[src/rtl/slurm16_ifetch_responder_if.sv]
// Instruction-fetch responder bus bundle.
// Groups the CPU fetch port, the flush strobe, the memory-arbiter read port and
// the protocol error flag.
// Modports:
//   slave  - the responder: takes the CPU request and memory returns, drives accept/valid/data and mem_req
//   master - the environment: drives the CPU request, flush and the memory returns
interface slurm16_ifetch_responder_if #(
    parameter int unsigned ADDR_BITS = 15,
    parameter int unsigned DATA_BITS = 16
);
    logic                 instruction_request;
    logic [ADDR_BITS-1:0] instruction_address;
    logic                 fetch_accept;
    logic                 instruction_valid;
    logic [DATA_BITS-1:0] instruction_in;
    logic [ADDR_BITS-1:0] instruction_address_in;
    logic                 flush;
    logic                 mem_req;
    logic [ADDR_BITS-1:0] mem_addr;
    logic                 mem_gnt;
    logic                 mem_rvalid;
    logic [DATA_BITS-1:0] mem_rdata;
    logic                 protocol_error;

    modport slave (
        input  instruction_request, instruction_address, flush, mem_gnt, mem_rvalid, mem_rdata,
        output fetch_accept, instruction_valid, instruction_in, instruction_address_in,
               mem_req, mem_addr, protocol_error
    );

    modport master (
        output instruction_request, instruction_address, flush, mem_gnt, mem_rvalid, mem_rdata,
        input  fetch_accept, instruction_valid, instruction_in, instruction_address_in,
               mem_req, mem_addr, protocol_error
    );
endinterface

[src/rtl/slurm16_ifetch_responder.sv]
// slurm16 instruction-fetch responder.
// Accepts CPU fetch requests, issues them to the memory arbiter, tags in-order
// returns with their address from a pending-address FIFO and drops returns
// belonging to fetches discarded by flush.
// Ports:
//   i_clk  - clock, rising edge
//   i_rst  - synchronous active-high reset
//   bus    - slurm16_ifetch_responder_if.slave (CPU fetch port, flush, memory port, protocol_error)
// Optional feature: define SLURM16_IFETCH_REPEAT_CACHE_EN to add a one-entry
// {address, word} cache that serves repeated fetches while nothing is outstanding.
module slurm16_ifetch_responder #(
    parameter int unsigned ADDR_BITS = 15,
    parameter int unsigned DATA_BITS = 16,
    parameter int unsigned DEPTH     = 4
) (
    input  logic i_clk,
    input  logic i_rst,
    slurm16_ifetch_responder_if.slave bus
);
    localparam int unsigned PTR_W = $clog2(DEPTH);
    localparam int unsigned CNT_W = PTR_W + 1;

    typedef enum logic [1:0] {ST_IDLE, ST_BUSY, ST_DRAIN} state_t;

    state_t               r_state, w_state_next;
    logic [ADDR_BITS-1:0] r_fifo [DEPTH];
    logic [PTR_W-1:0]     r_wr_ptr, r_rd_ptr;
    logic [CNT_W-1:0]     r_count, r_discard;
    logic [CNT_W-1:0]     w_count_next, w_discard_next;
    logic                 r_valid, r_perr;
    logic [DATA_BITS-1:0] r_data;
    logic [ADDR_BITS-1:0] r_addr;
    logic                 w_full, w_empty, w_hit, w_mem_req, w_push, w_pop, w_deliver;
    logic [ADDR_BITS-1:0] w_head_addr;
    logic [DATA_BITS-1:0] w_hit_data;

    assign w_full      = (r_count == CNT_W'(DEPTH));
    assign w_empty     = (r_count == '0);
    assign w_head_addr = r_fifo[r_rd_ptr];

`ifdef SLURM16_IFETCH_REPEAT_CACHE_EN
    logic                 r_cache_valid;
    logic [ADDR_BITS-1:0] r_cache_addr;
    logic [DATA_BITS-1:0] r_cache_data;

    // A hit is only allowed with nothing outstanding so delivery stays in order;
    // a flush-cycle request is sent to memory (and discarded) instead.
    assign w_hit = ~i_rst & bus.instruction_request & ~bus.flush & r_cache_valid &
                   (r_state == ST_IDLE) & (bus.instruction_address == r_cache_addr);
    assign w_hit_data = r_cache_data;

    // Remember the last word handed to the CPU.
    always_ff @(posedge i_clk) begin
        if (i_rst) begin
            r_cache_valid <= 1'b0;
            r_cache_addr  <= '0;
            r_cache_data  <= '0;
        end else if (bus.flush) begin
            r_cache_valid <= 1'b0;
        end else if (w_deliver) begin
            r_cache_valid <= 1'b1;
            r_cache_addr  <= w_head_addr;
            r_cache_data  <= bus.mem_rdata;
        end
    end
`else
    assign w_hit      = 1'b0;
    assign w_hit_data = '0;
`endif

    // Full blocks the request even when a return frees a slot this cycle.
    assign w_mem_req = ~i_rst & bus.instruction_request & ~w_full & ~w_hit;
    assign w_push    = w_mem_req & bus.mem_gnt;
    assign w_pop     = bus.mem_rvalid & ~w_empty;
    // A return coinciding with flush belongs to a discarded fetch.
    assign w_deliver = w_pop & (r_discard == '0) & ~bus.flush;

    assign w_count_next = r_count + CNT_W'(w_push) - CNT_W'(w_pop);

    assign bus.mem_req                = w_mem_req;
    assign bus.mem_addr               = bus.instruction_address;
    assign bus.fetch_accept           = w_push | w_hit;
    assign bus.instruction_valid      = r_valid;
    assign bus.instruction_in         = r_data;
    assign bus.instruction_address_in = r_addr;
    assign bus.protocol_error         = r_perr;

    // Discard count and state: flush marks everything still outstanding as stale.
    always_comb begin
        w_discard_next = r_discard;
        w_state_next   = r_state;
        if (bus.flush) begin
            w_discard_next = w_count_next;
        end else if (w_pop && (r_discard != '0)) begin
            w_discard_next = r_discard - CNT_W'(1);
        end
        case (r_state)
            ST_IDLE: begin
                if (w_count_next != '0) begin
                    w_state_next = (w_discard_next != '0) ? ST_DRAIN : ST_BUSY;
                end
            end
            ST_BUSY: begin
                if (w_count_next == '0) begin
                    w_state_next = ST_IDLE;
                end else if (w_discard_next != '0) begin
                    w_state_next = ST_DRAIN;
                end
            end
            ST_DRAIN: begin
                if (w_discard_next == '0) begin
                    w_state_next = (w_count_next == '0) ? ST_IDLE : ST_BUSY;
                end
            end
            default: w_state_next = ST_IDLE;
        endcase
    end

    // Pending-address storage; contents are don't-care when empty.
    always_ff @(posedge i_clk) begin
        if (w_push) begin
            r_fifo[r_wr_ptr] <= bus.instruction_address;
        end
    end

    // Control state and registered outputs.
    always_ff @(posedge i_clk) begin
        if (i_rst) begin
            r_state   <= ST_IDLE;
            r_wr_ptr  <= '0;
            r_rd_ptr  <= '0;
            r_count   <= '0;
            r_discard <= '0;
            r_valid   <= 1'b0;
            r_data    <= '0;
            r_addr    <= '0;
            r_perr    <= 1'b0;
        end else begin
            r_state   <= w_state_next;
            r_count   <= w_count_next;
            r_discard <= w_discard_next;
            r_valid   <= w_deliver | w_hit;
            if (w_push) begin
                r_wr_ptr <= r_wr_ptr + PTR_W'(1);
            end
            if (w_pop) begin
                r_rd_ptr <= r_rd_ptr + PTR_W'(1);
            end
            if (w_deliver) begin
                r_data <= bus.mem_rdata;
                r_addr <= w_head_addr;
            end else if (w_hit) begin
                r_data <= w_hit_data;
                r_addr <= bus.instruction_address;
            end
            if (bus.mem_rvalid && w_empty) begin
                r_perr <= 1'b1;
            end
        end
    end
endmodule

[src/flat_wrapper.sv]
// flat-port wrapper written by rule: the top's interface ports become plain ports
module slurm16_ifetch_responder_flat 
#(
    parameter int unsigned ADDR_BITS = 15,
    parameter int unsigned DATA_BITS = 16,
    parameter int unsigned DEPTH     = 4
)
  (i_clk, i_rst, bus_instruction_request, bus_instruction_address, bus_flush, bus_mem_gnt, bus_mem_rvalid, bus_mem_rdata, bus_fetch_accept, bus_instruction_valid, bus_instruction_in, bus_instruction_address_in, bus_mem_req, bus_mem_addr, bus_protocol_error);
  slurm16_ifetch_responder_if #(.ADDR_BITS(ADDR_BITS), .DATA_BITS(DATA_BITS)) bus_i ();
  input  logic i_clk;
  input  logic i_rst;
  input wire logic [$bits(bus_i.instruction_request)-1:0] bus_instruction_request;
  input wire logic [$bits(bus_i.instruction_address)-1:0] bus_instruction_address;
  input wire logic [$bits(bus_i.flush)-1:0] bus_flush;
  input wire logic [$bits(bus_i.mem_gnt)-1:0] bus_mem_gnt;
  input wire logic [$bits(bus_i.mem_rvalid)-1:0] bus_mem_rvalid;
  input wire logic [$bits(bus_i.mem_rdata)-1:0] bus_mem_rdata;
  output wire logic [$bits(bus_i.fetch_accept)-1:0] bus_fetch_accept;
  output wire logic [$bits(bus_i.instruction_valid)-1:0] bus_instruction_valid;
  output wire logic [$bits(bus_i.instruction_in)-1:0] bus_instruction_in;
  output wire logic [$bits(bus_i.instruction_address_in)-1:0] bus_instruction_address_in;
  output wire logic [$bits(bus_i.mem_req)-1:0] bus_mem_req;
  output wire logic [$bits(bus_i.mem_addr)-1:0] bus_mem_addr;
  output wire logic [$bits(bus_i.protocol_error)-1:0] bus_protocol_error;
  assign bus_i.instruction_request = bus_instruction_request;
  assign bus_i.instruction_address = bus_instruction_address;
  assign bus_i.flush = bus_flush;
  assign bus_i.mem_gnt = bus_mem_gnt;
  assign bus_i.mem_rvalid = bus_mem_rvalid;
  assign bus_i.mem_rdata = bus_mem_rdata;
  assign bus_fetch_accept = bus_i.fetch_accept;
  assign bus_instruction_valid = bus_i.instruction_valid;
  assign bus_instruction_in = bus_i.instruction_in;
  assign bus_instruction_address_in = bus_i.instruction_address_in;
  assign bus_mem_req = bus_i.mem_req;
  assign bus_mem_addr = bus_i.mem_addr;
  assign bus_protocol_error = bus_i.protocol_error;
  slurm16_ifetch_responder #(.ADDR_BITS(ADDR_BITS), .DATA_BITS(DATA_BITS), .DEPTH(DEPTH)) u_core (.i_clk(i_clk), .i_rst(i_rst), .bus(bus_i));
endmodule
[config.mk]
export PLATFORM = sky130hd
export DESIGN_NAME = slurm16_ifetch_responder_flat
export DESIGN_NICKNAME = d
export VERILOG_FILES = /design/src/rtl/slurm16_ifetch_responder_if.sv /design/src/rtl/slurm16_ifetch_responder.sv /design/src/flat_wrapper.sv
export SDC_FILE = /design/constraint.sdc
export NUM_CORES = 1
export LEC_CHECK = 0
export ABC_AREA = 1
export CAP_MARGIN = 5
export CORE_MARGIN = 8
export CORE_UTILIZATION = 45
export CTS_CLUSTER_SIZE = 30
export DETAILED_ROUTE_END_ITERATION = 10
export DONT_BUFFER_PORTS = 1
export PLACE_DENSITY = 0.65
export SKIP_CTS_REPAIR_TIMING = 1
export SLEW_MARGIN = 30
export SYNTH_ARGS = -nofsm -noshare
export SYNTH_HDL_FRONTEND = slang
export SYNTH_SLANG_ARGS = --single-unit
[constraint.sdc]
create_clock -name i_clk -period 2.1 [get_ports i_clk]
set_clock_uncertainty 0.1 [all_clocks]
set_input_delay 0.315 -clock i_clk [delete_from_list [all_inputs] [get_ports i_clk]]
set_output_delay 0.315 -clock i_clk [all_outputs]
set_load 0.005 [all_outputs]
==> impl_metrics.tcl, run 1 <==
set metrics [dict create \
    outcome "finished, final reports clean" \
    dieArea_sq_um 12800 \
    grt_max_degree 34 \
    crit_slowest_cell "fa_2" \
    hp-class "in -> reg" \
    cp_cell_sequence "nor2_4, nand2_2, nand2_4, inv_4, ha_4, inv_2, ha_4, fa_2, nand2_1, o21ai_1, nor2_1, nor2_1" \
    yosysTopAreaCell "edfxtp_1" \
    finalHoldViolations 0 \
    route.detailed.drc 0 \
    cts_tree "yes" \
    drt_iter0_drc 216 \
    yosysTopAreaCellShare_pct 42.3 \
    synth-seq-cells 103 \
    cp_num_buf_inv 2 \
    syn2layout_area_growth_pct 10.5 \
    track_usage_pct 13.3 \
    io_buffers 0 \
    crit_path_max_incr_delay_ps 540 \
    ir_drop_uv 441 \
    drive_gt1_share_pct 16.2 \
    wl_per_cell_microns 16.0 \
    insertion_delay_ps 360 \
    synth_nets 454 \
    path_class "reg -> reg" \
    cts_sinks 103 \
    cp.required_ps 2310 \
    critPathMaxFanout 3 \
    final_common_cell "nor2_1" \
    layout_common_cells "nor2_1, edfxtp_1, o21ai_0, dfxtp_1, nand2_1" \
    clkTransAtPathRegs_ps 110 \
    totalPowerFinal_w 0.00479 \
    rsz0062_at_grt "true" \
    synth.avg_cell_area_sq_um 10.4 \
    setup_viol 0 \
    start_util_pct 46.3 \
    whs_ps 3.87 \
    p_leak_nw 1.66 \
    cts-root-buf "clkbuf_8" \
    grt_pass1_vias 2600 \
    firstDrtPassIters 4 \
    nFillCells 823 \
    core_area_sq_um 9200 \
    ant_nets 0 \
    arrival_ps 2260 \
    crit_path_end_kind "register" \
    diodes 0 \
    final_nets 462 \
    max_slew_margin_pct 76.3 \
    synthTopCellsByArea "edfxtp_1, dfxtp_1, nor2_1, o21ai_0, nand2_1" \
    fin_cells 532 \
    maxSlewViolCount 0 \
    clockBufferDepth 2 \
    antenna_found_initial 1 \
    syn_inst 408 \
    worstMarginPinSlew_ps 352 \
    hpwl_microns 5400 \
    io_pins 87 \
    yosys_warnings 0 \
    die_height_microns 113 \
    overflow 0 \
    placed_cells 496 \
    period_needed_ps 2050 \
    totalWireLength_microns 8540 \
    htree_levels 3 \
    synth_async_sr_flop_share_pct 0 \
    critPathLaunchType "register" \
    period_share_pct 97.6 \
    seq_area_frac_synth_pct 62.6 \
    vias_per_cell 5.12 \
    synth_ff_type "edfxtp_1" \
    rows 35 \
    path_delay_family "adder cells" \
    power_density_nw_per_um2 1020 \
    die_w_microns 113 \
    max_cap_viol_count 0 \
    cts-buffers-inserted 9 \
    synth_edf_count 60 \
    max_freq_mhz 488 \
    ys_types 29 \
    vias 2722 \
    grt_first_pass_wirelength_microns 13300 \
    finalWeightedCongestion 0.781 \
    netlist_area_sq_um 4260 \
]
## cell type report
| type | instances | area [sq um] | area share [%] |
|---|---|---|---|
| repair buffers | 31 | 298 | 6.33 |
| inverters | 27 | 109 | 2.31 |
| clock buffers | 9 | 124 | 2.63 |
| well taps | 111 | 139 | 2.95 |
| multi-input cells | 244 | 1290 | 27.4 |
| clock inverters | 7 | 81.3 | 1.73 |
| flip-flops and latches | 103 | 2670 | 56.7 |
## per-layer routing
layer  track usage, %  part of all wire (%)  vias to the layer above
met2             21.9                    47                       81
met4             5.60                   1.6                        2
met3             5.32                   9.3                       12
met1             15.1                    42                     1271
met5                0                  0.15                        -
li1                 -                     -                     1356
## worst paths after layout
kind / endpoint / slack [ps] / cells after the start / from
worst max-delay path: u_core.r_discard[1] / 50 / 12 / u_core.r_count[0]
worst min-delay path: u_core.bus.instruction_in[11] / 4 / 2 / bus_mem_rdata[11]
worst max register to register: u_core.r_discard[1] / 50 / 12 / u_core.r_count[0]
worst min register to register: u_core.bus.protocol_error / 390 / 2 / u_core.bus.protocol_error
## power by group
group,switching [W],leakage (nW),internal (W),total [W]
logic,0.000697,0.660,0.000437,0.00113
registers,0.000124,0.892,0.00231,0.00243
clock network,0.000749,0.103,0.000477,0.00123
## logic make-up after synthesis
group / Yosys count / synth area share, %
AOI/OAI and AO/OA: 89 / 11.8
xor gates and xnor gates: 1 / 0.206
adders and majority gates: 9 / 2.82
buffers and inverters: 61 / 8.23
DFF: 103 / 62.6
and+or+nand+nor: 145 / 14.4
## per-stage QoR
stage	area (sq um)	setup WS (ps)	utilization [%]	setup TNS (ps)
4_1_cts	4460	-32.4	48.5	-61.5
3_3_place_gp	4260	34.0	46.3	0
6_report	4700	50.6	51.1	0
5_1_grt	4700	-79.5	51.1	-128
2_1_floorplan	4260	32.3	-	0
3_5_place_dp	4260	-3.41	46.3	-3.41
## synth_stat cells (5+ instances only)
| cell type | count |
|---|---|
| nor2_1 | 90 |
| edfxtp_1 | 60 |
| o21ai_0 | 55 |
| dfxtp_1 | 43 |
| nand2_1 | 37 |
| inv_1 | 24 |
| a21oi_2 | 15 |
| buf_4 | 15 |
| o21ai_1 | 13 |
| ha_1 | 8 |
| nand2_2 | 7 |
| a21oi_1 | 6 |
| nand3_1 | 6 |
| buf_2 | 5 |
| buf_6 | 5 |
| clkbuf_1 | 5 |
## flip-flops by register name (all words and copies together), names as in the netlist
signal	flops
u_core.bus.instruction_address_in	15
u_core.bus.instruction_in	16
u_core.bus.instruction_valid	1
u_core.bus.protocol_error	1
u_core.r_count	3
u_core.r_discard	3
u_core.r_fifo	60
u_core.r_rd_ptr	2
u_core.r_wr_ptr	2
Power figures use the tool's default switching activity.
==> run 2, diff against run 1 <==
--- a/config.mk
+++ b/config.mk
@@ -12,7 +12,7 @@
 export CTS_CLUSTER_SIZE = 30
 export DETAILED_ROUTE_END_ITERATION = 10
 export DONT_BUFFER_PORTS = 1
-export PLACE_DENSITY = 0.65
+export PLACE_DENSITY = 0.63
 export SKIP_CTS_REPAIR_TIMING = 1
 export SLEW_MARGIN = 30
 export SYNTH_ARGS = -nofsm -noshare
==> constraint.sdc (replaced) <==
create_clock -name i_clk -period 2.3 [get_ports i_clk]
set_clock_uncertainty 0.1 [all_clocks]
set_input_delay 0.345 -clock i_clk [delete_from_list [all_inputs] [get_ports i_clk]]
set_output_delay 0.345 -clock i_clk [all_outputs]
set_load 0.005 [all_outputs]
==> run 2 against run 1 <==
Count of clock-buffer cells in the layout did not move. Final area fell by 2.0%. Clock power fell by 7%. Global-route usage fell by 0.81 points. Worst hold slack improved by 38 ps. Non-clock buffer count fell by 6. Critical path depth did not move. Critical path type unchanged. Critical endpoint unchanged. Largest cell class unchanged. Largest power group unchanged.
==> impl_metrics.tcl, run 2 (synthesis results as in run 1) <==
set metrics [dict create \
    outcome "finished, final reports clean" \
    power_density_nw_per_um2 932 \
    cts-root-buf "clkbuf_8" \
    crit_slowest_cell "fa_1" \
    totalWireLength_microns 8180 \
    crit_path_max_incr_delay_ps 450 \
    ir_drop_uv 442 \
    p_sw_w 0.00141 \
    rsz0062_at_grt "false" \
    vias 2643 \
    io_pins 87 \
    critPathMaxFanout 3 \
    layout_common_cells "nor2_1, edfxtp_1, o21ai_0, dfxtp_1, nand2_1" \
    period_needed_ps 2140 \
    grt_pass1_vias 2515 \
    final_nets 456 \
    cts-buffers-inserted 9 \
    arrival_ps 2300 \
    internal-power_w 0.00288 \
    postLayoutCellArea_sq_um 4610 \
    finalHoldViolations 0 \
    path_class "reg -> reg" \
    ant_nets 0 \
    die_height_microns 113 \
    max_freq_mhz 468 \
    route.detailed.drc 0 \
    grt_max_degree 34 \
    regMostFlops "u_core.r_fifo" \
    rows 35 \
    antenna_found_initial 1 \
    drive_gt1_share_pct 13.5 \
    largest_reg_flops 60 \
    overflow 0 \
    vias_per_cell 5.02 \
    hpwl_microns 5240 \
    p_comb_share_pct 22.0 \
    fin_tns_setup_ps 0 \
    cts_sinks 103 \
    post-route-util_pct 50.1 \
    worstMarginPinSlew_ps 318 \
    clockBufferDepth 2 \
    p_leak_nw 1.63 \
    swShare_pct 32.9 \
    track_usage_pct 12.5 \
    drt_iter0_drc 172 \
    cp_cell_sequence "nor2_2, nand2_2, nand2_4, inv_4, ha_1, inv_1, ha_1, fa_1, nand2_1, o21ai_0, nor2_1, nor2_1" \
    die_w_microns 113 \
    core_area_sq_um 9200 \
    dieArea_sq_um 12800 \
    final_common_cell "nor2_1" \
    maxSlewViolCount 0 \
    max_slew_margin_pct 78.8 \
    fin_cells 527 \
    setup_viol 0 \
    htree_levels 3 \
    max_cap_viol_count 0 \
    placed_cells 494 \
    crit_path_end_kind "register" \
    clkTransAtPathRegs_ps 110 \
    io_buffers 0 \
    critPathLaunchType "register" \
    syn2layout_area_growth_pct 8.29 \
    finalWeightedCongestion 0.763 \
    p_seq_share_pct 51.5 \
    firstDrtPassIters 4 \
    start_util_pct 46.3 \
    wl_per_cell_microns 15.5 \
    nFillCells 843 \
    period_share_pct 92.9 \
    grt_first_pass_wirelength_microns 12600 \
    cp.required_ps 2460 \
    p_clk_share_pct 26.5 \
    insertion_delay_ps 360 \
    place_area_sq_um 4230 \
    hp-class "in -> reg" \
    cts_tree "yes" \
]
-- run 2: changes by cell type in the layout (fill, tap and decap cells not counted), moves of 2 or more --
| cell | before | now |
|---|---|---|
| inv_8 | 2 | 4 |
| ha_4 | 2 | 0 |
| dfxtp_1 | 41 | 43 |
| buf_4 | 13 | 8 |
| dfxtp_2 | 2 | 0 |
| ha_1 | 6 | 8 |
-- run 2: stage by stage --
step | hold WS, ps | power (W) | setup WS [ps]
6_report | 41.9 | 0.00429 | 163
5_1_grt | 27.6 | 0.00457 | 12.5
4_1_cts | -81.1 | 0.00429 | 161
3_5_place_dp | 315 | 0.00316 | 172
3_3_place_gp | 314 | 0.00314 | 183
2_1_floorplan | 307 | 0.00299 | 186
-- run 2: worst paths after layout --
check,startpoint,endpoint,slack (ps),depth (start not counted)
worst max-delay path,u_core.r_count[1],u_core.r_discard[1],160,12
worst min-delay path,bus_mem_rdata[8],u_core.bus.instruction_in[8],40,2
worst max register to register,u_core.r_count[1],u_core.r_discard[1],160,12
worst min register to register,u_core.bus.protocol_error,u_core.bus.protocol_error,390,2
-- run 2: power groups by stage --
stage / Combinational [W] / Clock [W] / Sequential (W)
floorplan: 0.000759 / 0 / 0.00223
global placement: 0.000886 / 0 / 0.00225
detailed placement: 0.000907 / 0 / 0.00226
CTS: 0.000910 / 0.00117 / 0.00221
global route: 0.00109 / 0.00125 / 0.00223
finish: 0.000945 / 0.00114 / 0.00221
-- run 2: routing by layer --
| layer | track usage [%] | up-vias | part of all wire [%] |
|---|---|---|---|
| met1 | 15.1 | 1216 | 45 |
| met2 | 19.9 | 73 | 46 |
| li1 | - | 1343 | - |
| met4 | 5.24 | 0 | 1.6 |
| met3 | 4.31 | 11 | 7.8 |
| met5 | 0 | - | 0 |
-- run 2: critical path, delay by kind of cell, from the launching register on --
kind            cells  cell delay [ps]
compound gates      1               70
flops               1              350
simple gates        6              560
buf+inv             2               90
fa+ha+maj           3              890
-- run 2: area by class of cell --
class | count | area, sq um | area share (%)
Antenna cell | 1 | 2.50 | 0.0543
Clock buffer | 9 | 124 | 2.69
Clock inverter | 7 | 78.8 | 1.71
Inverter | 27 | 109 | 2.36
Multi-Input combinational cell | 244 | 1240 | 27.0
Sequential cell | 103 | 2660 | 57.8
Tap cell | 111 | 139 | 3.01
Timing Repair Buffer | 25 | 250 | 5.43
==> run 3, diff against run 2 <==
--- a/config.mk
+++ b/config.mk
@@ -5,7 +5,6 @@
 export SDC_FILE = /design/constraint.sdc
 export NUM_CORES = 1
 export LEC_CHECK = 0
-export ABC_AREA = 1
 export CAP_MARGIN = 5
 export CORE_MARGIN = 8
 export CORE_UTILIZATION = 45
@@ -14,7 +13,6 @@
 export DONT_BUFFER_PORTS = 1
 export PLACE_DENSITY = 0.63
 export SKIP_CTS_REPAIR_TIMING = 1
-export SLEW_MARGIN = 30
 export SYNTH_ARGS = -nofsm -noshare
 export SYNTH_HDL_FRONTEND = slang
 export SYNTH_SLANG_ARGS = --single-unit
==> run 3 against run 2 <==
The flow now finishes with violations (negative hold slack, negative setup slack). Count of clock-buffer cells in the layout stayed put. Sequential share of layout area fell by 1.2 points. Synthesized cell count decreased by 23%. Routed wire length rose by 3.6%. Maximum frequency fell by 12%. Global-route usage up 0.72 points. Sequential power barely moved. Critical endpoint is now u_core.r_discard[2].
==> impl_metrics.tcl, run 3 <==
set metrics [dict create \
    outcome "complete, but fails checks" \
    violations "negative hold slack, negative setup slack" \
    fin_cells 439 \
    postLayoutCellArea_sq_um 4720 \
    dieArea_sq_um 12700 \
    hpwl_microns 5300 \
    finalWeightedCongestion 0.752 \
    ir_drop_uv 472 \
    period_share_pct 106 \
    power_density_nw_per_um2 984 \
    htree_levels 3 \
    seq_area_frac_synth_pct 63.4 \
    yosysTopAreaCellShare_pct 42.9 \
    path_class "reg -> reg" \
    finalHoldViolations 34 \
    synth_top_family_by_area "compound AO/OA/AOI/OAI gates" \
    layout.area.seq_sq_um 2670 \
    grt_first_pass_wirelength_microns 12800 \
    synth_mux_area_share_pct 8.55 \
    synth-seq-cells 103 \
    critPathMaxFanout 4 \
    cts_tree "yes" \
    maxSlewViolCount 0 \
    rows 35 \
    ys_types 40 \
    totalWireLength_microns 8470 \
    largest_reg_flops 60 \
    p_leak_nw 1.55 \
    setup_viol 1 \
    rrSetupSlack_ps -130 \
    vias 2448 \
    drt_iter0_drc 163 \
    clockBufferDepth 2 \
    final_nets 369 \
    placed_cells 401 \
    synth_fa_ha_area_share_pct 2.86 \
    multi_input_area_sq_um 1330 \
    synth_edf_count 60 \
    die_w_microns 113 \
    synthTopCellsByCount "edfxtp_1, dfxtp_1, a21oi_1" \
    syn2layout_area_growth_pct 12.2 \
    period_needed_ps 2430 \
    regMostFlops "u_core.r_fifo" \
    synthSimpleGateAreaFrac_pct 8.16 \
    synth_compound_area_share_pct 9.77 \
    synthTopCellsByArea "edfxtp_1, dfxtp_1, mux4_2, a21oi_1, nand3_1" \
    drive_gt1_share_pct 18.6 \
    ant_nets 0 \
    overflow 0 \
    yosysTopAreaCell "edfxtp_1" \
    synth.avg_cell_area_sq_um 13.3 \
    diodes 0 \
    io_pins 87 \
    max_freq_mhz 411 \
    cp.required_ps 2460 \
    synth_nets 361 \
    start_util_pct 45.9 \
    grt_max_degree 49 \
    cts_sinks 103 \
    wl_per_cell_microns 19.3 \
    clkTransAtPathRegs_ps 100 \
    die_height_microns 113 \
    critPathLaunchType "register" \
    yosys_warnings 0 \
    post-route-util_pct 51.5 \
    route.detailed.drc 0 \
    track_usage_pct 13.2 \
    worstMarginPinSlew_ps 401 \
    insertion_delay_ps 360 \
    cts-buffers-inserted 9 \
    whs_ps -60.2 \
    vias_per_cell 5.58 \
    crit_path_end_kind "register" \
    firstDrtPassIters 6 \
    cp_cell_sequence "nor3b_4, nor4bb_4, inv_2, ha_4, inv_2, ha_4, fa_2, xor3_1, nor2_2, a211o_1" \
    synth_xor_area_share_pct 0.774 \
    io_buffers 0 \
    core_area_sq_um 9150 \
    max_cap_viol_count 0 \
    rsz0062_at_grt "true" \
    arrival_ps 2600 \
    fin_tns_setup_ps -134 \
    place_area_sq_um 4280 \
    final_common_cell "edfxtp_1" \
    hp-class "in -> reg" \
    crit_path_max_incr_delay_ps 360 \
    max_slew_margin_pct 73.2 \
    layout_common_cells "edfxtp_1, dfxtp_1, a21oi_1, nand3_1, o21ai_0" \
    grt_pass1_vias 2333 \
    crit_slowest_cell "dfxtp_4" \
    netlist_area_sq_um 4200 \
    finalWorstSetupSlack_ps -134 \
    antenna_found_initial 1 \
    synth_async_sr_flop_share_pct 0 \
    cts-root-buf "clkbuf_8" \
    synth_ff_type "edfxtp_1" \
    nFillCells 774 \
    yosysMostFrequentCell "edfxtp_1" \
    syn_inst 315 \
]
[run 3: changes by cell type after synthesis, moves of 4 or more]
cell / change
clkbuf_1: +6
a21oi_2: -15
and2_1: +4
a21oi_1: +28
nor2_1: -85
o21ai_1: -10
buf_6: -4
mux4_2: +15
nand2_1: -37
inv_1: -12
o21ai_0: -26
nand3_1: +26
nand2_2: -7
[run 3: final timing paths]
path	start	to	cells after the start
setup reg to reg	u_core.r_count[2]	u_core.r_discard[2]	10
setup / recovery	u_core.r_count[2]	u_core.r_discard[2]	10
hold reg to reg	u_core.bus.instruction_in[15]	u_core.bus.instruction_in[15]	2
hold / removal	i_rst	u_core.bus.instruction_address_in[0]	1
[run 3: critical path: cells and delay by family, from the launching register on]
kind            cells  cell delay (ps)
fa+ha+maj           3              730
buf+inv             2              100
xor+xnor            1              300
compound gates      1              240
simple gates        3              500
flops               1              360
[run 3: metal layers]
metal | global-route usage, % | vias to the layer above | share of wire [%]
li1 | - | 1162 | -
met1 | 14.6 | 1195 | 42
met2 | 21.9 | 75 | 49
met3 | 5.37 | 14 | 7.3
met4 | 5.94 | 2 | 2.0
met5 | 0 | - | 0.14
[run 3: logic make-up after synthesis]
family	after synthesis
compound gates	72
mux	17
flops	103
fa+ha+maj	9
xor+xnor	2
buf+inv	51
simple gates	61
[run 3: layout make-up]
class,count,area share (%)
multi-input combinational,161,28.2
inverter,13,1.09
timing repair buffer,35,6.90
sequential,103,56.6
clock buffer,9,2.63
tap,111,2.95
clock inverter,7,1.70
[run 3: where the power goes]
part	total, W	internal (W)	switching (W)
Sequential	0.00223	0.00211	0.000122
Combinational	0.00126	0.000575	0.000687
Clock	0.00115	0.000515	0.000632
[run 3: through the flow]
step / total power, W / setup slack (ps)
3_5_place_dp: 0.00346 / -121
6_report: 0.00464 / -134
2_1_floorplan: 0.00320 / -132
5_1_grt: 0.00490 / -208
3_3_place_gp: 0.00343 / -106
4_1_cts: 0.00459 / -147
